==> src/rtl/sys_spm_pkg.sv <==
// rtl/sys_spm_pkg.sv - shared types and constants for the scratchpad scrubber
//
// Purpose: FSM state encoding, AXI field widths/types, the OKAY response code,
//          the INCR burst code and the default burst length used by
//          sys_spm_scrubber.
// Ports:   none (package).

package sys_spm_pkg;

  localparam int unsigned DEFAULT_BURST_LEN = 16;

  localparam int unsigned AXI_ID_W    = 4;
  localparam int unsigned AXI_LEN_W   = 8;
  localparam int unsigned AXI_SIZE_W  = 3;
  localparam int unsigned AXI_BURST_W = 2;
  localparam int unsigned AXI_RESP_W  = 2;

  typedef logic [AXI_ID_W-1:0]    axi_id_t;
  typedef logic [AXI_LEN_W-1:0]   axi_len_t;
  typedef logic [AXI_SIZE_W-1:0]  axi_size_t;
  typedef logic [AXI_BURST_W-1:0] axi_burst_t;
  typedef logic [AXI_RESP_W-1:0]  axi_resp_t;

  localparam axi_resp_t  RESP_OKAY  = 2'b00;
  localparam axi_burst_t BURST_INCR = 2'b01;

  typedef enum logic [2:0] {
    ST_IDLE,
    ST_AW,
    ST_W,
    ST_B,
    ST_AR,
    ST_R,
    ST_NEXT,
    ST_DONE
  } spm_state_e;

  // AxSIZE encoding for a bus of the given width in bits.
  function automatic axi_size_t axi_size_of(input int unsigned data_width);
    return axi_size_t'($clog2(data_width / 8));
  endfunction

endpackage

==> src/rtl/sys_spm_scrubber.sv <==
// rtl/sys_spm_scrubber.sv - scratchpad memory init/scrub engine (AXI manager)
//
// Purpose: sweeps i_num_bursts consecutive bursts starting at i_base_addr,
//          either writing zeros (init, i_mode=0) or reading and discarding
//          data (scrub, i_mode=1). One transaction is outstanding at a time.
//          Non-OKAY responses set a sticky error flag and record the address
//          of the first failing burst; the sweep keeps going. An abort lets
//          the in-flight burst finish and then ends the sweep.
// Ports:
//   i_clk, i_rst_n                 clock, asynchronous active-low reset
//   i_start, i_mode, i_abort       control: start pulse, 0=init 1=scrub, abort
//   i_base_addr, i_num_bursts      sweep start address and burst count
//   o_busy, o_done, o_aborted      status: active, completion pulse, abort flag
//   o_err, o_err_addr              sticky error flag and first-error address
//   AW/W/B/AR/R channel signals    AXI manager interface

module sys_spm_scrubber
  import sys_spm_pkg::*;
#(
  parameter int unsigned BurstLen  = DEFAULT_BURST_LEN,
  parameter int unsigned DataWidth = 64,
  parameter int unsigned AddrWidth = 40,
  parameter int unsigned AxiId     = 0
) (
  input  logic                   i_clk,
  input  logic                   i_rst_n,

  input  logic                   i_start,
  input  logic                   i_mode,
  input  logic                   i_abort,
  input  logic [AddrWidth-1:0]   i_base_addr,
  input  logic [15:0]            i_num_bursts,

  output logic                   o_busy,
  output logic                   o_done,
  output logic                   o_aborted,
  output logic                   o_err,
  output logic [AddrWidth-1:0]   o_err_addr,

  output logic [AddrWidth-1:0]   o_awaddr,
  output axi_id_t                o_awid,
  output axi_len_t               o_awlen,
  output axi_size_t              o_awsize,
  output axi_burst_t             o_awburst,
  output logic                   o_awvalid,
  input  logic                   i_awready,

  output logic [DataWidth-1:0]   o_wdata,
  output logic [DataWidth/8-1:0] o_wstrb,
  output logic                   o_wlast,
  output logic                   o_wvalid,
  input  logic                   i_wready,

  input  axi_id_t                i_bid,
  input  axi_resp_t              i_bresp,
  input  logic                   i_bvalid,
  output logic                   o_bready,

  output logic [AddrWidth-1:0]   o_araddr,
  output axi_id_t                o_arid,
  output axi_len_t               o_arlen,
  output axi_size_t              o_arsize,
  output axi_burst_t             o_arburst,
  output logic                   o_arvalid,
  input  logic                   i_arready,

  input  axi_id_t                i_rid,
  input  logic [DataWidth-1:0]   i_rdata,
  input  axi_resp_t              i_rresp,
  input  logic                   i_rlast,
  input  logic                   i_rvalid,
  output logic                   o_rready
);

  localparam int unsigned BurstBytes = BurstLen * DataWidth / 8;
  localparam logic [8:0]  LastBeat   = 9'(BurstLen - 1);

  spm_state_e           state_q;
  logic [AddrWidth-1:0] addr_q;
  logic [15:0]          count_q;
  logic [8:0]           beat_q;
  logic                 mode_q;
  logic                 abort_q;
  logic                 busy_q;
  logic                 done_q;
  logic                 aborted_q;
  logic                 err_q;
  logic [AddrWidth-1:0] err_addr_q;
  logic                 awvalid_q;
  logic                 wvalid_q;
  logic                 wlast_q;
  logic                 bready_q;
  logic                 arvalid_q;
  logic                 rready_q;

  logic [AddrWidth-1:0] addr_d;
  logic [15:0]          count_d;
  logic                 abort_now;
  logic                 resp_err;

  // Next-burst address wraps silently at 2^AddrWidth.
  assign addr_d    = addr_q + AddrWidth'(BurstBytes);
  assign count_d   = count_q - 16'd1;
  assign abort_now = abort_q | i_abort;

  // Bad response on any accepted B or on any accepted R beat of the burst.
  assign resp_err = (state_q == ST_B && i_bvalid && i_bresp != RESP_OKAY) ||
                    (state_q == ST_R && i_rvalid && i_rresp != RESP_OKAY);

  // IDs and read data are consumed only by the handshake, never inspected.
  logic unused_inputs;
  assign unused_inputs = ^{i_bid, i_rid, i_rdata};

  always_ff @(posedge i_clk or negedge i_rst_n) begin
    if (!i_rst_n) begin
      state_q    <= ST_IDLE;
      addr_q     <= '0;
      count_q    <= '0;
      beat_q     <= '0;
      mode_q     <= 1'b0;
      abort_q    <= 1'b0;
      busy_q     <= 1'b0;
      done_q     <= 1'b0;
      aborted_q  <= 1'b0;
      err_q      <= 1'b0;
      err_addr_q <= '0;
      awvalid_q  <= 1'b0;
      wvalid_q   <= 1'b0;
      wlast_q    <= 1'b0;
      bready_q   <= 1'b0;
      arvalid_q  <= 1'b0;
      rready_q   <= 1'b0;
    end else begin
      done_q <= 1'b0;

      // Abort only takes effect at the next burst boundary.
      if (i_abort && state_q != ST_IDLE) begin
        abort_q <= 1'b1;
      end

      if (resp_err) begin
        err_q <= 1'b1;
        if (!err_q) begin
          err_addr_q <= addr_q;
        end
      end

      case (state_q)
        ST_IDLE: begin
          if (i_start) begin
            addr_q  <= i_base_addr;
            count_q <= i_num_bursts;
            mode_q  <= i_mode;
            err_q   <= 1'b0;
            abort_q <= 1'b0;
            busy_q  <= 1'b1;
            if (i_num_bursts == 16'd0) begin
              state_q   <= ST_DONE;
              done_q    <= 1'b1;
              aborted_q <= 1'b0;
            end else if (i_mode) begin
              state_q   <= ST_AR;
              arvalid_q <= 1'b1;
            end else begin
              state_q   <= ST_AW;
              awvalid_q <= 1'b1;
            end
          end
        end

        ST_AW: begin
          if (i_awready) begin
            awvalid_q <= 1'b0;
            wvalid_q  <= 1'b1;
            beat_q    <= '0;
            wlast_q   <= (BurstLen == 1);
            state_q   <= ST_W;
          end
        end

        ST_W: begin
          if (i_wready) begin
            if (wlast_q) begin
              wvalid_q <= 1'b0;
              wlast_q  <= 1'b0;
              bready_q <= 1'b1;
              state_q  <= ST_B;
            end else begin
              beat_q  <= beat_q + 9'd1;
              wlast_q <= (beat_q + 9'd1 == LastBeat);
            end
          end
        end

        ST_B: begin
          if (i_bvalid) begin
            bready_q <= 1'b0;
            state_q  <= ST_NEXT;
          end
        end

        ST_AR: begin
          if (i_arready) begin
            arvalid_q <= 1'b0;
            rready_q  <= 1'b1;
            state_q   <= ST_R;
          end
        end

        ST_R: begin
          if (i_rvalid && i_rlast) begin
            rready_q <= 1'b0;
            state_q  <= ST_NEXT;
          end
        end

        ST_NEXT: begin
          addr_q  <= addr_d;
          count_q <= count_d;
          if (count_q == 16'd1 || abort_now) begin
            state_q   <= ST_DONE;
            done_q    <= 1'b1;
            aborted_q <= abort_now;
          end else if (mode_q) begin
            state_q   <= ST_AR;
            arvalid_q <= 1'b1;
          end else begin
            state_q   <= ST_AW;
            awvalid_q <= 1'b1;
          end
        end

        ST_DONE: begin
          busy_q  <= 1'b0;
          abort_q <= 1'b0;
          state_q <= ST_IDLE;
        end

        default: begin
          state_q <= ST_IDLE;
        end
      endcase
    end
  end

  assign o_busy     = busy_q;
  assign o_done     = done_q;
  assign o_aborted  = aborted_q;
  assign o_err      = err_q;
  assign o_err_addr = err_addr_q;

  assign o_awaddr   = addr_q;
  assign o_awid     = axi_id_t'(AxiId);
  assign o_awlen    = axi_len_t'(BurstLen - 1);
  assign o_awsize   = axi_size_of(DataWidth);
  assign o_awburst  = BURST_INCR;
  assign o_awvalid  = awvalid_q;

  assign o_wdata    = '0;
  assign o_wstrb    = '1;
  assign o_wlast    = wlast_q;
  assign o_wvalid   = wvalid_q;

  assign o_bready   = bready_q;

  assign o_araddr   = addr_q;
  assign o_arid     = axi_id_t'(AxiId);
  assign o_arlen    = axi_len_t'(BurstLen - 1);
  assign o_arsize   = axi_size_of(DataWidth);
  assign o_arburst  = BURST_INCR;
  assign o_arvalid  = arvalid_q;

  assign o_rready   = rready_q;

endmodule
==> config.mk <==
export PLATFORM = sky130hd
export DESIGN_NAME = sys_spm_scrubber
export DESIGN_NICKNAME = d
export VERILOG_FILES = /design/src/rtl/sys_spm_pkg.sv /design/src/rtl/sys_spm_scrubber.sv
export SDC_FILE = /design/constraint.sdc
export NUM_CORES = 1
export LEC_CHECK = 0
export CAP_MARGIN = 20
export CELL_PAD_IN_SITES_DETAIL_PLACEMENT = 1
export CELL_PAD_IN_SITES_GLOBAL_PLACEMENT = 2
export CORE_MARGIN = 2
export CORE_UTILIZATION = 20
export CTS_BUF_LIST = sky130_fd_sc_hd__clkbuf_8 sky130_fd_sc_hd__clkbuf_16
export CTS_CLUSTER_DIAMETER = 200
export DETAILED_ROUTE_END_ITERATION = 12
export GPL_ROUTABILITY_DRIVEN = 0
export PLACE_DENSITY_LB_ADDON = 0.08
export SYNTH_ARGS = -nofsm -noshare
export SYNTH_HDL_FRONTEND = slang
export SYNTH_SLANG_ARGS = --single-unit
==> constraint.sdc <==
create_clock -name i_clk -period 2 [get_ports i_clk]
set_clock_uncertainty 0.1 [all_clocks]
set_input_delay 0.4 -clock i_clk [delete_from_list [all_inputs] [get_ports i_clk]]
set_output_delay 0.4 -clock i_clk [all_outputs]
set_load 0.01 [all_outputs]
* Word level (Yosys, flattened, before mapping)
Cells that the tools add are included.
Cells by class: $add $sub $neg 3, equal/unequal tests 25, mux-type cells 64, bitwise logic cells 2, reductions and logical operators 33
Operators with widths (count):
- one-hot mux 40 bit (2 select lines) | 1
- adder 40 x 8 -> 40 bit, second input constant | 1
- two-way mux 40 bit | 1
- two-way mux 1 bit | 34
- two-way mux 3 bit | 11
- one-hot mux 16 bit (2 select lines) | 1
- != test 2 bit, second input constant | 15
- two-way mux 9 bit | 3
- one-hot mux 3 bit (8 select lines) | 1
- AND reduction 7 bit | 3
- one-hot mux 9 bit (2 select lines) | 1
- == test 16 x 1 -> 1 bit, second input constant | 1
- zero test 16 bit | 1
- two-way mux 16 bit | 1
- one-hot mux 1 bit (2 select lines) | 8
- AND reduction 4 bit | 4
- subtractor 16 x 1 -> 16 bit, second input constant | 1
- nonzero test 2 bit | 7
- == test 3 bit, second input constant | 4
- adder 9 x 1 -> 9 bit, second input constant | 1
- == test 9 x 4 -> 1 bit, second input constant | 1
- nonzero test 3 bit | 3
- AND reduction 2 bit | 4
- == test 3 x 2 -> 1 bit, second input constant | 2
- 9 further kinds | 17
Word-level totals: flip-flop bits (word level) 120, output and inout bits 236, logic and storage cells 144

* Depth between registers and ports, before layout
Gate-level depths: netlist (run 1).
word-level depth 7, gate-level depth with buffers 8

* Worst setup path after synthesis (run 1)
No wires, ideal clock.
path type register to register, start point reg addr_q[7] (netlist: o_araddr[7]), end point reg addr_q[37] (netlist: o_araddr[37]), setup time 0.118 ns, arrival 1.891 ns, path slack -0.109 ns, stages on the path, launching flop included 7, buffers on the path 0, clock period less this slack 2.109 ns, path through dfrtp_1 > ha_1 > nand3_1 > or3_1 > nor4_4 > o21ai_0 > a21o_1
On the way: longest elaborated chain between the ends 2
RTL lines:
- start: declaration | line sys_spm_scrubber.sv:79 | logic [AddrWidth-1:0] addr_q;
- start signal: assignment | line sys_spm_scrubber.sv:151 | addr_q <= i_base_addr;
- start signal: assignment | line sys_spm_scrubber.sv:218 | addr_q <= addr_d;
- adder 40 x 8 -> 40 bit | line sys_spm_scrubber.sv:102 | assign addr_d = addr_q + AddrWidth'(BurstBytes);
- one-hot mux 40 bit (2 select lines) | line sys_spm_scrubber.sv:148 | case (state_q)
Every way passes these cells. A chain may end at the register's enable or synchronous reset.

* Worst setup path in the final report (run 1)
start point reg state_q[0], end point reg count_q[12]
On the way: longest elaborated chain between the ends 3, elaborated cells between the ends (all ways) 6, those cells by class eq/ne: 2; mux: 1; reduce/logical: 3
RTL lines:
- start: declaration | line sys_spm_scrubber.sv:78 | spm_state_e state_q;
- start signal: assignment | line sys_spm_scrubber.sv:116 | state_q <= ST_IDLE;
- start signal: assignment | line sys_spm_scrubber.sv:158 | state_q <= ST_DONE;
- start signal: assignment | line sys_spm_scrubber.sv:162 | state_q <= ST_AR;
- == test 3 bit / zero test 3 bit (equally long branches) | line sys_spm_scrubber.sv:148
- nonzero test 2 bit (no source line) / != test 2 bit (equally long branches)
- AND reduction 2 bit (no source line)
- end signal: assignment | line sys_spm_scrubber.sv:152 | count_q <= i_num_bursts;
- end signal: assignment | line sys_spm_scrubber.sv:219 | count_q <= count_d;
- end: declaration | line sys_spm_scrubber.sv:80 | logic [15:0] count_q;
Several ways; a longest one is shown, not always the timed one.

==> flow_metrics.tcl, run 1 <==
set metrics [dict create \
    path_cells "buf_6 -> and3b_2 -> buf_4 -> nand3_4 -> nor4b_4 -> nor3_1 -> a221o_1" \
    swShare_pct 37.91 \
    synth_top_area_share_pct 41.85 \
    min_path_type "input pin to flop" \
    cts-root-buf "clkbuf_16" \
    cp-start-kind "flop" \
    grt_pass1_vias 6668 \
    first_iter_violations 279 \
    internal_power_mw 10.57 \
    combPwrFrac_pct 55.7 \
    switchingPower_mw 6.455 \
    postLayoutSetupSlackWorst_ns 0.0006612 \
    syn_avg_cell_area_um2 9.454 \
    finalNetCount 1216 \
    ys.flop_type "dfrtp_1" \
    hold_viol 0 \
    status "finished clean" \
    grt_pass1_wl_mm 41.43 \
    fillers 4043 \
    ios 379 \
    grt_overflow_total 0 \
    crit_slowest_cell "dfrtp_2" \
    crit_required_ns 2.20 \
    use_met2_pct 22.53 \
    grt_setup_unrepaired "yes" \
    setup_viol 0 \
    antenna_found_initial 1 \
    max_stage_delay_ns 0.45 \
    ir_drop_mv 0.6509 \
    yosys-top-cells-count "buf_4 (146), dfrtp_1 (120), nand2_1 (86)" \
    max-cap-violations 0 \
    final_util_pct 32.40 \
    totalWireLength_mm 28.48 \
    powerDensity_mw_per_mm2 1481 \
    htree_levels 4 \
    synth_area_leaders "dfrtp_1 (42%), buf_4 (15%), mux2_2 (6.3%)" \
    rrSetupSlack_ns 0.0007 \
    arrival_ns 2.20 \
    grt_use_met3_pct 2.877 \
    r2r_end "count_q[12]$_DFFE_PN0P_" \
    port_buffers 200 \
    drc 0 \
    met1_usage_pct 20.30 \
    ys_types 65 \
    end_kind "flop" \
    path_class "flop to flop" \
    wl_per_cell_um 18.48 \
    cts_made_buffers 17 \
    leakagePower_nw 5.160 \
    multi_input_area_mm2 0.003776 \
    ys_ff_latch 120 \
    die_y_um 193.4 \
    seq_area_frac_synth_pct 41.85 \
    coreArea_mm2 0.03548 \
    cts_buffer_depth 2 \
    clk_pin_slew_worst_paths_ns 0.06 \
    start_util_pct 20.22 \
    pwr-share-clk_pct 18.1 \
    grt_usage_pct 14.31 \
    syn_inst 759 \
    ant_nets 0 \
    synth_edf_count 0 \
    area_growth_pct 60.19 \
    numPlacedInstances 1478 \
    via_per_inst 4.228 \
    clock_latency_ns 0.42 \
    clock-sinks 120 \
    rows 69 \
    dpl.hpwl_mm 19.89 \
    worstHoldEndpoint "count_q[15]$_DFFE_PN0P_" \
    worstRegToRegCells 7 \
    synth_async_sr_flop_share_pct 100.0 \
    grt_max_degree 60 \
    grt_busiest_layer "met2" \
    regArea_mm2 0.003018 \
    die-area_mm2 0.03741 \
    hold_depth 3 \
    min_period_ns 1.999 \
    min_period_over_period_pct 99.97 \
    synth_top_area_cell "dfrtp_1" \
    ys_warn_count 0 \
    instances_no_fill 1541 \
    cts_tree "done" \
    cp_max_fo 5 \
    clock.fmax_mhz 500.2 \
    slew_viol_final 0 \
    dr.pass1.iters 4 \
    via_count 6516 \
    seqPwrFrac_pct 26.2 \
    die_w_um 193.4 \
    worstHoldStart "i_num_bursts[15]" \
    yosysMostFrequentCell "buf_4" \
    final_area_mm2 0.01149 \
    drive_above_1_share_pct 28.64 \
    dp_worst_setup_slack_ns -0.5665 \
    placed_area_mm2 0.01000 \
    netlist_area_mm2 0.007176 \
    r2r-start "state_q[0]$_DFFE_PN0P_" \
]
[logic make-up (layout without fill, tap and decap cells)]
logic type,Yosys count,in the layout,synth area share [%]
buffers and inverters,183,398,17.49
AOI/OAI and AO/OA,133,134,12.71
muxes,46,46,7.114
DFF,120,120,41.85
xor gates and xnor gates,4,4,0.4883
adders and majority gates,5,5,0.8718
and+or+nand+nor,266,266,19.37
other,2,107,0.1047
[through the flow]
step           total power, mW  TNS [ns]  hold slack (ns)
2_1_floorplan            8.401         0         0.004409
3_3_place_gp             12.89    -34.91           0.2235
3_5_place_dp             12.95    -35.54           0.2248
4_1_cts                  16.30   -0.6731           0.3392
5_1_grt                  18.23    -1.908           0.3538
6_report                 17.03         0           0.3441
[power groups by stage]
stage,Sequential (mW),Clock [mW],Combinational [mW]
6_report,4.45,3.09,9.49
5_1_grt,4.63,3.31,10.3
4_1_cts,4.43,3.22,8.65
3_5_place_dp,4.47,0,8.48
3_3_place_gp,4.45,0,8.44
2_1_floorplan,4.86,0,3.54
[placed cells by master (no fill, tap or decap), types with 11 or more instances in the layout]
cell type,instances
conb_1,106
dlygate4sd2_1,25
dfrtp_2,12
o211ai_1,18
nor3_1,17
clkbuf_16,20
o21ai_1,11
nand4_1,17
dfrtp_1,108
mux2_4,34
buf_12,11
nor2_1,43
nand2_1,84
nand3_1,18
buf_6,16
buf_4,129
clkdlybuf4s50_1,153
o21ai_0,17
a21oi_1,23
dlymetal6s2s_1,21
[state kept, by name, summed over array words and instances (netlist names), 3 cells and up]
name,flops
beat_q,9
count_q,16
o_araddr,40
o_err_addr,40
state_q,3
[metal layers]
layer | vias up | routed length [um]
li1 | 3081 | -
met4 | 0 | 195
met1 | 3252 | 14430
met2 | 171 | 12930
met5 | - | 0
met3 | 12 | 929
[critical path: cells and delay by family (launching register included)]
kind	cells	cell delay, ns
AO/OA/AOI/OAI	1	0.26
buffers and inverters	2	0.30
flip-flops	1	0.45
AND/OR/NAND/NOR	4	0.77
[area by class of cell]
| cell class | count | share of cell area, % |
|---|---|---|
| antenna | 1 | 0.02177 |
| clock buffer | 20 | 4.060 |
| clock inverter | 10 | 0.9035 |
| inverter | 7 | 0.2504 |
| multi-input combinational | 561 | 32.85 |
| sequential | 120 | 26.25 |
| tap | 461 | 5.018 |
| timing repair buffer | 361 | 30.64 |
[worst max-delay path by stage]
stage	start	to	slack (ns)	cells after the start
floorplan	o_araddr[7]$_DFFE_PN0P_	o_araddr[37]$_DFFE_PN0P_	0.0007	6
global placement	i_num_bursts[2]	o_aborted$_DFFE_PN0P_	-0.52	8
detailed placement	i_num_bursts[15]	o_arvalid$_DFFE_PN0P_	-0.57	9
CTS	state_q[0]$_DFFE_PN0P_	o_err_addr[19]$_DFFE_PN0P_	-0.03	7
global route	state_q[0]$_DFFE_PN0P_	o_err_addr[10]$_DFFE_PN0P_	-0.06	8
finish	state_q[0]$_DFFE_PN0P_	count_q[12]$_DFFE_PN0P_	0.0007	7
[timing repair]
action / CTS / global route
endpoints found under the hold margin: 27 / 0
gates resized for setup: 58 / 138
gates cloned: 0 / 5
setup buffers: 13 / 16
setup endpoints to repair: 125 / 105
pin swaps: 9 / 32
hold buffers: 1 / 0
Power figures use the tool's default switching activity.
==> run 2, diff against run 1 <==
--- a/config.mk
+++ b/config.mk
@@ -14,7 +14,9 @@
 export CTS_CLUSTER_DIAMETER = 200
 export DETAILED_ROUTE_END_ITERATION = 12
 export GPL_ROUTABILITY_DRIVEN = 0
+export GPL_TIMING_DRIVEN = 0
 export PLACE_DENSITY_LB_ADDON = 0.08
+export RECOVER_POWER = 100
 export SYNTH_ARGS = -nofsm -noshare
 export SYNTH_HDL_FRONTEND = slang
 export SYNTH_SLANG_ARGS = --single-unit
==> run 2 against run 1 <==
Compared with the run above: cell count is 6.4% higher; wire length grew 3.1%; critical path depth decreased by 1; count of clock-buffer cells in the layout decreased by 3; first-iteration DRC count grew 2.9%; core utilization grew 1.4 points; die area did not move; fmax fell by 0.69%; total power increased by 1.9%; largest cell class is now buffers; non-clock buffer count up 99; the run now ends with negative setup slack left; worst setup slack got worse by 0.014 ns; global-route usage increased by 1.3 points.
==> flow_metrics.tcl, run 2 (synthesis gave the netlist of run 1 again) <==
set metrics [dict create \
    area_growth_pct 67.13 \
    first_iter_violations 287 \
    final_cell_mix "buf_4 (222), clkdlybuf4s50_1 (160), conb_1 (106)" \
    grt_pass1_wl_mm 44.68 \
    coreArea_mm2 0.03548 \
    grt_max_degree 73 \
    die-area_mm2 0.03741 \
    start_util_pct 20.22 \
    port_buffers 200 \
    finalNetCount 1314 \
    setup_viol 1 \
    status "finished with violations" \
    die_w_um 193.4 \
    final_common_cell "buf_4" \
    power_mw 17.35 \
    numPlacedInstances 1525 \
    cts_buffer_depth 2 \
    grt_setup_unrepaired "yes" \
    crit_required_ns 2.21 \
    tightest_slew_ns 0.7625 \
    min_path_type "input pin to async pin" \
    min_period_over_period_pct 100.7 \
    totalWireLength_mm 29.35 \
    ios 379 \
    clk_pin_slew_worst_paths_ns 0.07 \
    fillers 4062 \
    drive_above_1_share_pct 34.27 \
    multi_input_area_mm2 0.003602 \
    cts_made_buffers 17 \
    antenna_found_initial 1 \
    holdWs_ns 0.3921 \
    via_count 6839 \
    clock.fmax_mhz 496.7 \
    slew_headroom_pct 49.17 \
    leakagePower_nw 5.404 \
    clock-sinks 120 \
    hold_viol 0 \
    postLayoutSetupSlackWorst_ns -0.01324 \
    path_class "flop to flop" \
    max-cap-violations 0 \
    drc 0 \
    arrival_ns 2.22 \
    powerDensity_mw_per_mm2 1447 \
    dr.pass1.iters 4 \
    violations "negative setup slack" \
    cp-start-kind "flop" \
    htree_levels 4 \
    grt_pass1_vias 7122 \
    dp_worst_setup_slack_ns -1.054 \
    wl_per_cell_um 17.90 \
    cts-root-buf "clkbuf_16" \
    ant_nets 0 \
    slew_viol_final 0 \
    grt_usage_pct 15.61 \
    end_kind "flop" \
    regArea_mm2 0.003025 \
    ir_drop_mv 0.6075 \
    cts_tree "done" \
    die_y_um 193.4 \
    clock_latency_ns 0.43 \
    instances_no_fill 1640 \
    insertedDiodeCount 0 \
    rows 69 \
    cp_max_fo 6 \
    dpl.hpwl_mm 20.83 \
    via_per_inst 4.170 \
    grt_overflow_total 0 \
    min_period_ns 2.013 \
]
run 2: final timing paths:
kind / start / endpoint / slack (ns) / depth (start not counted)
setup / recovery: state_q[0]$_DFFE_PN0P_ / count_q[15]$_DFFE_PN0P_ / -0.01 / 6
hold / removal: i_rst_n / count_q[13]$_DFFE_PN0P_ / 0.39 / 2
setup reg to reg: state_q[0]$_DFFE_PN0P_ / count_q[15]$_DFFE_PN0P_ / -0.01 / 6
hold reg to reg: o_err_addr[20]$_DFFE_PN0P_ / o_err_addr[20]$_DFFE_PN0P_ / 0.40 / 1
max in group asynchronous: i_rst_n / o_araddr[36]$_DFFE_PN0P_ / 0.23 / 3
min in group i_clk: o_err_addr[20]$_DFFE_PN0P_ / o_err_addr[20]$_DFFE_PN0P_ / 0.40 / 1
run 2: critical path, stage by stage (launching register included):
cell and delay (ns):
dfrtp_1 0.40, buf_6 0.14, and3b_2 0.36, nand4_1 0.26
or4_4 0.50, nand3_2 0.07, o211ai_1 0.07
run 2: what timing repair did:
item                                   CTS  global route
setup buffers                           69            15
gates resized for setup                128            84
endpoints found under the hold margin   48             0
hold buffers                             1             0
pin swaps                               14            25
gates cloned                             0             1
setup endpoints to repair              179           112
run 2: layout make-up:
class	instances	share of cell area (%)
Multi-Input combinational cell	560	30.04
Sequential cell	120	25.23
Timing Repair Buffer	286	22.79
Buffer	174	11.62
Tap cell	461	4.810
Clock buffer	17	3.547
Clock inverter	15	1.753
Inverter	7	0.2191
run 2: per-stage QoR:
step                      cell area [um^2]   TNS, ns  util [%]
after global placement               10150   -716.34     28.61
final                                11990  -0.01324     33.80
after global routing                 11990    -1.228     33.80
after CTS                            11650    -5.226     32.85
after detailed placement             10180    -90.23     28.69
after floorplan                       7574         0         -
run 2: power breakdown:
group | switching [mW] | internal [mW]
combinational | 4.13 | 5.08
sequential | 1.16 | 3.54
clock | 1.25 | 2.20
total | 6.54 | 10.8
run 2: metal layers:
metal	GRT usage, %	share of wire, %
met5	0	0.055
met4	3.393	1.1
met3	3.417	4.7
met2	25.54	47
met1	21.07	47
